===== src/rtl/parallel_adder.sv =====
// N-bit ripple-carry adder built from full-adder cells, with a registered
// result stage qualified by in_valid/out_valid.

module parallel_adder_fa (
  input  logic a,
  input  logic b,
  input  logic ci,
  output logic s,
  output logic co
);
  logic p;

  assign p  = a ^ b;
  assign s  = p ^ ci;
  assign co = (a & b) | (ci & p);
endmodule

module parallel_adder #(
  parameter int unsigned N = 8
) (
  input  logic         clk,
  input  logic         rst,
  input  logic         in_valid,
  input  logic [N-1:0] A,
  input  logic [N-1:0] B,
  input  logic         cin,
  output logic         out_valid,
  output logic [N-1:0] sum,
  output logic         cout,
  output logic         overflow,
  output logic         zero
);
  logic [N:0]   c;
  logic [N-1:0] s_w;
  logic         ovf_w;
  logic         zero_w;

  assign c[0] = cin;

  for (genvar i = 0; i < N; i++) begin : g_chain
    parallel_adder_fa u_fa (
      .a  (A[i]),
      .b  (B[i]),
      .ci (c[i]),
      .s  (s_w[i]),
      .co (c[i+1])
    );
  end

  // c[N-1] is cin when N == 1, so one expression covers every width
  assign ovf_w  = c[N] ^ c[N-1];
  assign zero_w = (s_w == '0);

  always_ff @(posedge clk or posedge rst) begin
    if (rst) begin
      out_valid <= 1'b0;
      sum       <= '0;
      cout      <= 1'b0;
      overflow  <= 1'b0;
      zero      <= 1'b0;
    end else begin
      out_valid <= in_valid;
      if (in_valid) begin
        sum      <= s_w;
        cout     <= c[N];
        overflow <= ovf_w;
        zero     <= zero_w;
      end
    end
  end
endmodule


===== config.mk =====
export PLATFORM = sky130hd
export DESIGN_NAME = parallel_adder
export DESIGN_NICKNAME = d
export VERILOG_FILES = /design/src/rtl/parallel_adder.sv
export SDC_FILE = /design/constraint.sdc
export NUM_CORES = 1
export LEC_CHECK = 0
export BUFFER_PORTS_ARGS = -buffer_cell sky130_fd_sc_hd__buf_2
export CAP_MARGIN = 25
export CORE_UTILIZATION = 40
export CTS_CLUSTER_DIAMETER = 150
export CTS_CLUSTER_SIZE = 12
export DETAILED_ROUTE_END_ITERATION = 16
export GPL_TIMING_DRIVEN = 0
export PLACE_DENSITY_LB_ADDON = 0.05
export SYNTH_ARGS = -nofsm -noshare
export SYNTH_HDL_FRONTEND = slang
export SYNTH_SLANG_ARGS = --single-unit

===== constraint.sdc =====
create_clock -name clk -period 0.81 [get_ports clk]
set_input_delay 0.0405 -clock clk [delete_from_list [all_inputs] [get_ports clk]]
set_output_delay 0.0405 -clock clk [all_outputs]
set_load 0.1 [all_outputs]

# Word-level counts from Yosys, hierarchy flattened
# Index checks and enable logic that the tools add are counted.
# totals
in_bits	20
word_cells	47
register_bits	12
out_inout_bits	12
# op_classes
n_reduce_logical	1
n_bitwise	41
# ops
op	count
$xor A1 B1 Y1	17
$and A1 B1 Y1	16
$logic_not A8 Y1	1
$or A1 B1 Y1	8

# Longest topological paths before layout
# Gate-level depths: netlist of the first run.
# logic_depth
word_depth	18
ltp_mapped	15

# Cells and area by module
# Synthesis of the first run repeated with hierarchy kept, for this count alone.
# hier_totals
cells_unflattened	38
hier_area_um2	648.1
# modules_own_cells
mod	instances	seq_area_each_um2	area_per_inst_um2	cells_per_inst
parallel_adder	1	300.3	488.0	30
parallel_adder_fa	8	0.0	20.0	1

# Least setup slack after synthesis of the first run
# Ideal clock, no wire load.
# synth_timing
kind	input -> register
from	in A[0]
to	reg zero
t_arrival_ns	3.264
setup_time_ns	0.120
n_path_buf	0
stages	15
setup_slack_ns	-2.575
t_required_ns	0.690
path_cell_list	inv_1 > fa_1 > inv_1 > fa_1 > fa_1 > fa_1 > inv_1 > fa_1 > inv_1 > fa_1 > fa_1 > inv_1 > fa_1 > nor4bb_1 > a31o_2
# synth_via
elab_chain_len	17
elab_cells_between_ends	25
# synth_lines
element	line	source
start, declared	24	input logic [N-1:0] A,
$xor A1 B1 Y1	13	assign p = a ^ b;
$and A1 B1 Y1	15	assign co = (a & b) | (ci & p);
$or A1 B1 Y1	15	
$and A1 B1 Y1	15	
$or A1 B1 Y1	15	
$and A1 B1 Y1	15	
$or A1 B1 Y1	15	
$and A1 B1 Y1	15	
$or A1 B1 Y1	15	
$and A1 B1 Y1	15	
$or A1 B1 Y1	15	
$and A1 B1 Y1	15	
$or A1 B1 Y1	15	
$and A1 B1 Y1	15	
$or A1 B1 Y1	15	
$xor A1 B1 Y1	14	assign s = p ^ ci;
$logic_not A8 Y1 *	52	assign zero_w = (s_w == '0);
end signal, assigned	67	zero <= zero_w;
end, declared	31	output logic zero
# Mark *: on every way between the ends. The rest lies on a longest branch, timed or not.
# A chain may end at the register's enable or synchronous reset.

# Final worst setup path of the first run
# Same ends and word-level chain as after synthesis.

==> run_results.csv, run 1 <==
group,metric,value,unit
status,status,"complete, but fails checks",
status,violations,"design-rule violations, negative setup slack",
drt,routed_wl,1490,um
grt,overflow,0,
pwr,p_leak,0.585,nW
drt,via_per_inst,4.75,
yosys,avgSynthCellArea,13.0,um2
clocking,clk_pin_slew_worst_paths,0.08,ns
critical_path,worstPathArrival,3.30,ns
yosys,yosys-top-cells-count,"13 x inv_1, 12 x dfrtp_1, 8 x fa_1",
clocking,htreeDepth,1,
drt,drt_iter0_drc,5,
pwr,comb_power_share,57.6,%
timing,maxSlewViolCount,0,
timing,fin_crit_sh,387,%
yosys,synth_flop_cell,"dfrtp_1",
timing,finClkSkew,0,ns
drt,ant_nets,0,
place,dp_cells,100,
clocking,cts_root_buffer,"clkbuf_4",
grt,grt_max_degree,13,
pwr,pwr-share-clk,15.3,%
yosys,async_reset_ff_share,100,%
clocking,clock_latency,0.27,ns
pwr,p_per_area,2600,nW/um2
clocking,clock-sinks,12,
min_path,worstHoldPathCells,3,
yosys,synth_area_leaders,"dfrtp_1 44%, fa_1 23%, inv_1 7.1%",
grt,grt_use_total,18.6,%
place,preCtsSetupSlack,-2.68,ns
flow_run,cap_violations,0,
floorplanning,rows,14,
drt,drc_errors,2,
drt,vias,527,
pwr,power.switching,1.43,mW
pwr,p_seq_share,27.1,%
finish,layout-drive-gt1-share,78.9,%
timing,report.final.hold_viol_count,0,
floorplanning,coreArea,1560,um2
floorplanning,start_util,44.2,%
timing,layout_min_cycle_time,3.13,ns
clocking,numCtsBuffers,3,
yosys,synth_area,689,um2
critical_path,path_class,"in -> reg",
drt,first_pass_iters,10,
yosys,synth_top_area_share,43.6,%
floorplanning,fp.dieW,43.5,um
finish,syn_to_final_growth,77.9,%
yosys,synth.most_common_cell,"inv_1",
floorplanning,fp.dieH,43.5,um
grt,antenna_found_initial,0,
timing,tightest_slew,0.449,ns
place,port_buffers,31,
grt,grt_pass1_wl,2510,um
finish,n_fill_cell,100,
grt,first_global_vias,594,
drt,post_drt_wl_per_cell,13.5,um
timing,fmax,319,MHz
timing,slew_headroom,70.0,%
min_path,worstHoldPathType,"in -> reg",
floorplanning,die-area,1890,um2
pwr,fin_total_pwr,3.19,mW
pwr,swShare,44.8,%
timing,rsz0062_at_grt,"yes",
finish,nNetsFinal,124,
critical_path,critPathCaptureType,"flip-flop",
timing,setup_violations,22,
critical_path,start_kind,"input port",
pwr,ir_drop,2.01,mV
place,gp_congestion,0.680,
clocking,clock_path_buffers,2,
clocking,cts_tree,"yes",
yosys,ys_seq_elements,12,
critical_path,required,0.98,ns
finish,n_antenna_cell,0,
yosys,synth.distinct_cells,15,
critical_path,r2r_cells,2,
yosys,netlist.top_cell.by_area,"dfrtp_1",
pwr,internal_power,1.76,mW
finish,fin_cells,111,
critical_path,crit_fanout,2,
yosys,yosysWarnings,0,
timing,worst_slack,-2.32,ns
floorplanning,ioPinCount,32,
yosys,synth-edff-count,0,
yosys,yosysSeqAreaShare,43.6,%
place,dp_hpwl,1120,um
yosys,syn_inst,53,
yosys,synthesis.nets,81,
[layout by cell type (no fill, tap or decap), drive strengths merged]
cell and count:
buf 38, xnor2 1, inv 13, a21oi 3
mux2i 1, mux2 6, clkbuf 4, nor4bb 1
nor4b 1, dlygate4sd3 2, dfrtp 12, nor2 3
fa 8, nor2b 1, a31o 1
[flip-flops by register name (all words and copies together) (netlist names)]
register and flops:
cout 1, out_valid 1, overflow 1, sum 8
zero 1
[per-layer routing]
| metal | up-vias | share of wire, % | GRT usage, % |
|---|---|---|---|
| met5 | - | 0 | 0 |
| met4 | 0 | 0.87 | 6.88 |
| met3 | 2 | 5.1 | 5.00 |
| met2 | 19 | 56 | 32.7 |
| met1 | 263 | 38 | 21.6 |
| li1 | 243 | - | - |
[stage by stage]
stage,utilization [%],instance area [um2],TNS [ns],hold WS (ns)
2_1_floorplan,-,746,-15.19,-0.0955
3_3_place_gp,59.1,921,-17.48,0.0708
3_5_place_dp,59.1,921,-17.99,0.0758
4_1_cts,74.6,1160,-15.72,0.169
5_1_grt,78.7,1230,-16.56,0.183
6_report,78.7,1230,-15.75,0.172
[final timing paths]
check	endpoint	startpoint	slack, ns
setup / recovery	zero$_DFFE_PP0P_	A[0]	-2.32
hold / removal	sum[1]$_DFFE_PP0P_	in_valid	0.17
setup reg to reg	zero$_DFFE_PP0P_	zero$_DFFE_PP0P_	-0.05
hold reg to reg	sum[2]$_DFFE_PP0P_	sum[2]$_DFFE_PP0P_	0.56
max in group asynchronous	sum[0]$_DFFE_PP0P_	rst	0.15
min in group asynchronous	sum[0]$_DFFE_PP0P_	rst	0.32
[power groups by stage]
| stage | clock, mW | combinational, mW | sequential [mW] |
|---|---|---|---|
| floorplan | 0 | 0.304 | 1.63 |
| global placement | 0 | 1.37 | 0.797 |
| detailed placement | 0 | 1.39 | 0.800 |
| CTS | 0.501 | 1.73 | 0.839 |
| global route | 0.521 | 1.91 | 0.878 |
| finish | 0.488 | 1.84 | 0.864 |
[cells by family (layout without fill, tap and decap cells)]
family          Yosys count  after routing  synth area share [%]
buf+inv                  15             57                  10.9
compound gates            4              4                  3.45
simple gates              6              6                  5.26
xor+xnor                  1              1                  1.27
mux                       7              7                  12.3
flops                    12             12                  43.6
fa+ha+maj                 8              8                  23.2
[worst max-delay path, stage by stage]
cell	delay [ns]
buf_8	0.11
inv_12	0.04
fa_2	0.18
inv_2	0.04
fa_2	0.34
fa_2	0.35
fa_2	0.34
inv_2	0.07
fa_2	0.19
inv_2	0.04
fa_2	0.33
fa_2	0.35
inv_2	0.06
fa_1	0.43
nor4bb_1	0.15
a31o_2	0.23
[final cells by class]
type | count | area [um2] | share of cell area [%]
multi-input cells | 26 | 350 | 28.6
repair buffers | 38 | 410 | 33.5
inverters | 13 | 66.3 | 5.41
well taps | 16 | 20.0 | 1.63
plain buffers | 2 | 26.3 | 2.14
flip-flops and latches | 12 | 317 | 25.8
clock buffers | 4 | 36.3 | 2.96
[what timing repair did]
action / 4_1_cts / 5_1_grt
endpoints found under the hold margin: 13 / 0
setup endpoints to repair: 22 / 22
gates resized for setup: 46 / 12
pin swaps: 2 / 2
hold buffers: 2 / 0
setup buffers: 4 / 2
Power figures use the tool's default switching activity.
==> run 2, diff against run 1 <==
MAX_ROUTING_LAYER = met4   (was default)
==> run_results.csv, run 2 (same netlist as run 1, synthesis figures left out) <==
group,metric,value,unit
finish,n_antenna_cell,0,
floorplanning,start_util,44.2,%
finish,largest_register_ffs,8,
timing,finClkSkew,0,ns
floorplanning,fp.dieW,43.5,um
drt,drc_errors,2,
clocking,cts_tree,"yes",
clocking,clk_pin_slew_worst_paths,0.08,ns
timing,rsz0062_at_grt,"yes",
status,violations,"design-rule violations, negative setup slack",
timing,tightest_slew,0.448,ns
critical_path,ff2ff_setup_slack,-0.05,ns
pwr,p_leak,0.585,nW
clocking,numCtsBuffers,3,
pwr,p_per_area,2600,nW/um2
finish,fin_util,78.7,%
finish,top_register,"sum",
min_path,min-delay-start,"in_valid",
finish,syn_to_final_growth,77.9,%
critical_path,required,0.98,ns
clocking,clock_path_buffers,2,
clocking,clock_latency,0.27,ns
place,gp_congestion,0.687,
critical_path,endpoint,"zero$_DFFE_PP0P_",
grt,grt_pass1_wl,2510,um
grt,first_global_vias,593,
timing,maxSlewViolCount,0,
timing,slew_headroom,70.1,%
grt,grt_max_degree,13,
timing,holdWs,0.173,ns
finish,layout_common_cells,"16 x buf_2, 11 x buf_12, 10 x dfrtp_2",
drt,post_drt_wl_per_cell,13.4,um
clocking,htreeDepth,1,
pwr,fin_total_pwr,3.19,mW
grt,grt_use_total,19.2,%
clocking,clock-sinks,12,
critical_path,reg2reg_to,"zero$_DFFE_PP0P_",
pwr,ir_drop,2.01,mV
drt,first_pass_iters,10,
critical_path,path_class,"in -> reg",
finish,final_common_cell,"buf_2",
floorplanning,die-area,1890,um2
finish,nNetsFinal,124,
timing,setup_violations,22,
min_path,worstHoldPathType,"in -> reg",
grt,antenna_found_initial,0,
drt,vias,529,
timing,fmax,319,MHz
drt,routed_wl,1490,um
flow_run,cap_violations,0,
floorplanning,coreArea,1560,um2
clocking,cts_root_buffer,"clkbuf_4",
floorplanning,fp.dieH,43.5,um
critical_path,crit_fanout,2,
timing,layout_min_cycle_time,3.13,ns
timing,fin_setup_tns,-15.76,ns
grt,overflow,0,
timing,fin_crit_sh,387,%
critical_path,start_kind,"input port",
critical_path,worstPathArrival,3.30,ns
drt,drt_iter0_drc,5,
critical_path,critPathLaunch,"A[0]",
status,status,"complete, but fails checks",
floorplanning,rows,14,
place,port_buffers,31,
place,dp_hpwl,1120,um
critical_path,r2r_cells,2,
timing,worst_slack,-2.32,ns
critical_path,critPathCaptureType,"flip-flop",
finish,layout-drive-gt1-share,78.9,%
drt,ant_nets,0,
floorplanning,ioPinCount,32,
critical_path,r2r-start,"zero$_DFFE_PP0P_",
drt,via_per_inst,4.77,
timing,report.final.hold_viol_count,0,
## run 2: layout make-up
| class | instances | area, um2 |
|---|---|---|
| multi-input combinational | 26 | 350 |
| inverter | 13 | 66.3 |
| timing repair buffer | 38 | 410 |
| tap | 16 | 20.0 |
| clock buffer | 4 | 36.3 |
| buffer | 2 | 26.3 |
| sequential | 12 | 317 |
| fill | 100 | 333 |
## run 2: repair_timing
action	in CTS	in global routing
resized for setup	46	12
pin swaps	2	2
cloned	0	0
endpoints found under the hold margin	13	0
setup endpoints to repair	22	22
setup buffers	4	2
hold buffers	2	0
## run 2: per-stage QoR
step / cells / cell area (um2) / setup WS (ns)
floorplan: 53 / 746 / -2.37
global placement: 100 / 921 / -2.62
detailed placement: 100 / 921 / -2.68
CTS: 110 / 1160 / -2.29
global route: 111 / 1230 / -2.40
finish: 111 / 1230 / -2.32
## run 2: how the worst min path moves through the flow
stage	cells after the start	slack (ns)	end
3_3_place_gp	2	0.07	sum[0]$_DFFE_PP0P_
6_report	3	0.17	sum[1]$_DFFE_PP0P_
5_1_grt	3	0.18	sum[6]$_DFFE_PP0P_
4_1_cts	3	0.17	sum[2]$_DFFE_PP0P_
3_5_place_dp	2	0.08	sum[0]$_DFFE_PP0P_
2_1_floorplan	1	-0.1	zero$_DFFE_PP0P_
## run 2: layer usage
metal	wire (um)	vias to the layer above	global-route usage, %
met2	838	19	32.7
met1	565	265	21.6
met3	75	2	5.00
met4	13	0	6.88
li1	-	243	-
met5	0	-	-
## run 2: critical path, stage by stage
cell and delay [ns]:
buf_8 0.11, inv_12 0.04, fa_2 0.18, inv_2 0.04, fa_2 0.34, fa_2 0.35, fa_2 0.34, inv_2 0.07
fa_2 0.19, inv_2 0.04, fa_2 0.33, fa_2 0.35, inv_2 0.06, fa_1 0.43, nor4bb_1 0.15, a31o_2 0.23
## run 2: report_power, final
part	switching, mW	leakage [nW]	internal, mW
clock	0.214	0.0210	0.273
combinational	1.09	0.434	0.751
sequential	0.128	0.130	0.736
==> run 3, diff against run 2 <==
CORE_UTILIZATION = 39   (was 40)
SYNTH_HIERARCHICAL = 1   (was default)
==> run_results.csv, run 3 <==
group,metric,value,unit
finish,layout-drive-gt1-share,88.5,%
finish,fin_cells,94,
clocking,clk_pin_slew_worst_paths,0.08,ns
clocking,clock-sinks,12,
timing,fmax,306,MHz
critical_path,r2r-start,"sum[0]$_DFFE_PP0P_",
timing,report.final.hold_viol_count,0,
yosys,ys_seq_elements,12,
finish,final_common_cell,"buf_2",
yosys,synth_area,648,um2
floorplanning,rows,14,
critical_path,crit_path_top_delay_cell,"fa_2",
yosys,synth_top_area_share,46.3,%
clocking,clock_path_buffers,2,
grt,grt_max_degree,13,
yosys,synth-adder-area-share,24.7,%
yosys,yosysSeqAreaShare,46.3,%
yosys,syn_inst,38,
place,gp_congestion,0.679,
critical_path,worstPathArrival,3.44,ns
floorplanning,die-area,1830,um2
min_path,worstHoldPathType,"in -> reg",
place,dp_hpwl,948,um
critical_path,crit_path_max_incr_delay,0.57,ns
critical_path,required,0.98,ns
drt,via_per_inst,4.80,
finish,n_antenna_cell,0,
critical_path,crit_fanout,2,
place,port_buffers,31,
pwr,p_per_area,2810,nW/um2
clocking,numCtsBuffers,3,
timing,slew_headroom,69.3,%
critical_path,cp_top_family,"adder cells",
drt,post_drt_wl_per_cell,13.4,um
timing,layout_min_cycle_time,3.27,ns
yosys,synth_compound_area_share,2.12,%
timing,fin_crit_sh,404,%
clocking,cts_tree,"yes",
grt,grt_pass1_wl,2280,um
timing,fin_setup_tns,-17.36,ns
floorplanning,start_util,42.5,%
finish,nNetsFinal,107,
timing,worst_slack,-2.46,ns
critical_path,critPathLaunch,"A[0]",
pwr,fin_total_pwr,3.16,mW
yosys,synth_top_family_by_area,"adder cells",
critical_path,path_class,"in -> reg",
timing,setup_violations,23,
grt,first_global_vias,527,
pwr,p_leak,0.506,nW
drt,ant_nets,0,
timing,tightest_slew,0.460,ns
yosys,avgSynthCellArea,17.1,um2
yosys,synthesis.nets,66,
clocking,htreeDepth,1,
place,dpl_cell_area,857,um2
drt,drc_errors,0,
yosys,yosysWarnings,6,
timing,rsz0062_at_grt,"yes",
finish,layout_common_cells,"18 x buf_2, 10 x dfrtp_2, 10 x buf_12",
grt,grt_use_total,18.3,%
yosys,yosys.area_share.simple,3.47,%
critical_path,crit_path_cell_trace,"buf_6 > fa_2 > fa_2 > fa_2 > fa_2 > fa_2 > fa_2 > fa_2 > fa_2 > nor4_2 > a31o_2",
pwr,ir_drop,1.92,mV
grt,antenna_found_initial,0,
drt,first_pass_iters,2,
floorplanning,coreArea,1520,um2
yosys,synth_flop_cell,"dfrtp_1",
finish,top_register,"sum",
grt,overflow,0,
critical_path,crit_buf_inv,1,
drt,routed_wl,1260,um
clocking,clock_latency,0.27,ns
place,dp_cells,85,
yosys,synth.most_common_cell,"dfrtp_1",
finish,syn_to_final_growth,73.0,%
critical_path,critPathCaptureType,"flip-flop",
clocking,cts_root_buffer,"clkbuf_4",
yosys,netlist.top_cell.by_area,"dfrtp_1",
critical_path,crit_top_cell,"fa_2",
yosys,synth_mux_area_share,19.7,%
yosys,synth_xor_area_share,1.35,%
yosys,synth-edff-count,0,
finish,final_cell_area,1120,um2
timing,finClkSkew,0,ns
yosys,async_reset_ff_share,100,%
min_path,min-delay-start,"in_valid",
floorplanning,fp.dieH,42.8,um
critical_path,start_kind,"input port",
drt,vias,451,
status,status,"complete, but fails checks",
drt,drt_iter0_drc,2,
yosys,synth.distinct_cells,12,
flow_run,cap_violations,0,
floorplanning,ioPinCount,32,
floorplanning,fp.dieW,42.8,um
status,violations,"negative setup slack",
yosys,yosys-top-cells-count,"12 x dfrtp_1, 8 x fa_1, 7 x mux2_4",
finish,largest_register_ffs,8,
yosys,synth_area_leaders,"dfrtp_1 46%, fa_1 25%, mux2_4 16%",
timing,maxSlewViolCount,0,
==> run 3: layout make-up <==
cell class	instances	area, um2
well taps	16	20.0
clock buffers	4	36.3
plain buffers	1	11.3
inverters	1	3.75
flip-flops and latches	12	317
fillers	88	403
multi-input cells	24	367
repair buffers	36	367
==> run 3: worst paths after layout <==
| path | endpoint | slack, ns | cells past startpoint |
|---|---|---|---|
| setup / recovery | zero$_DFFE_PP0P_ | -2.46 | 11 |
| hold / removal | sum[7]$_DFFE_PP0P_ | 0.13 | 2 |
| setup reg to reg | sum[0]$_DFFE_PP0P_ | -0.06 | 1 |
| hold reg to reg | sum[7]$_DFFE_PP0P_ | 0.53 | 1 |
| max in group asynchronous | sum[0]$_DFFE_PP0P_ | 0.15 | 3 |
| min in group asynchronous | zero$_DFFE_PP0P_ | 0.31 | 3 |
==> run 3: kinds of logic (layout without fill, tap and decap cells) <==
family / Yosys count / in the layout
mux: 9 / 9
buf+inv: 2 / 42
fa+ha+maj: 8 / 8
simple gates: 4 / 4
flops: 12 / 12
xor+xnor: 1 / 1
compound gates: 2 / 2
==> run 3: per-layer routing <==
metal  track usage, %  up-vias  share of wire [%]
li1                 -      207                  -
met1             19.6      221                 39
met2             29.7       19                 54
met3             6.38        4                4.7
met4             9.38        0                2.1
met5                -        -                  0
==> run 3: through the flow <==
stage,hold slack (ns),utilization [%],setup WS [ns]
6_report,0.126,73.6,-2.46
4_1_cts,0.117,70.9,-2.46
2_1_floorplan,-0.0955,-,-2.55
3_3_place_gp,0.0774,56.2,-2.82
5_1_grt,0.109,73.6,-2.53
3_5_place_dp,0.0775,56.2,-2.86
==> run 3: power breakdown <==
part	switching, mW	leakage, nW	internal (mW)
Sequential	0.126	0.131	0.742
Clock	0.200	0.0210	0.273
Combinational	1.09	0.354	0.723
Total	1.42	0.506	1.74
==> run 3: repair_timing <==
item	4_1_cts	5_1_grt
endpoints found under the hold margin	13	0
resized for setup	43	6
hold buffers	2	0
pin swaps	2	2
setup endpoints to repair	23	23
buffers inserted	1	2
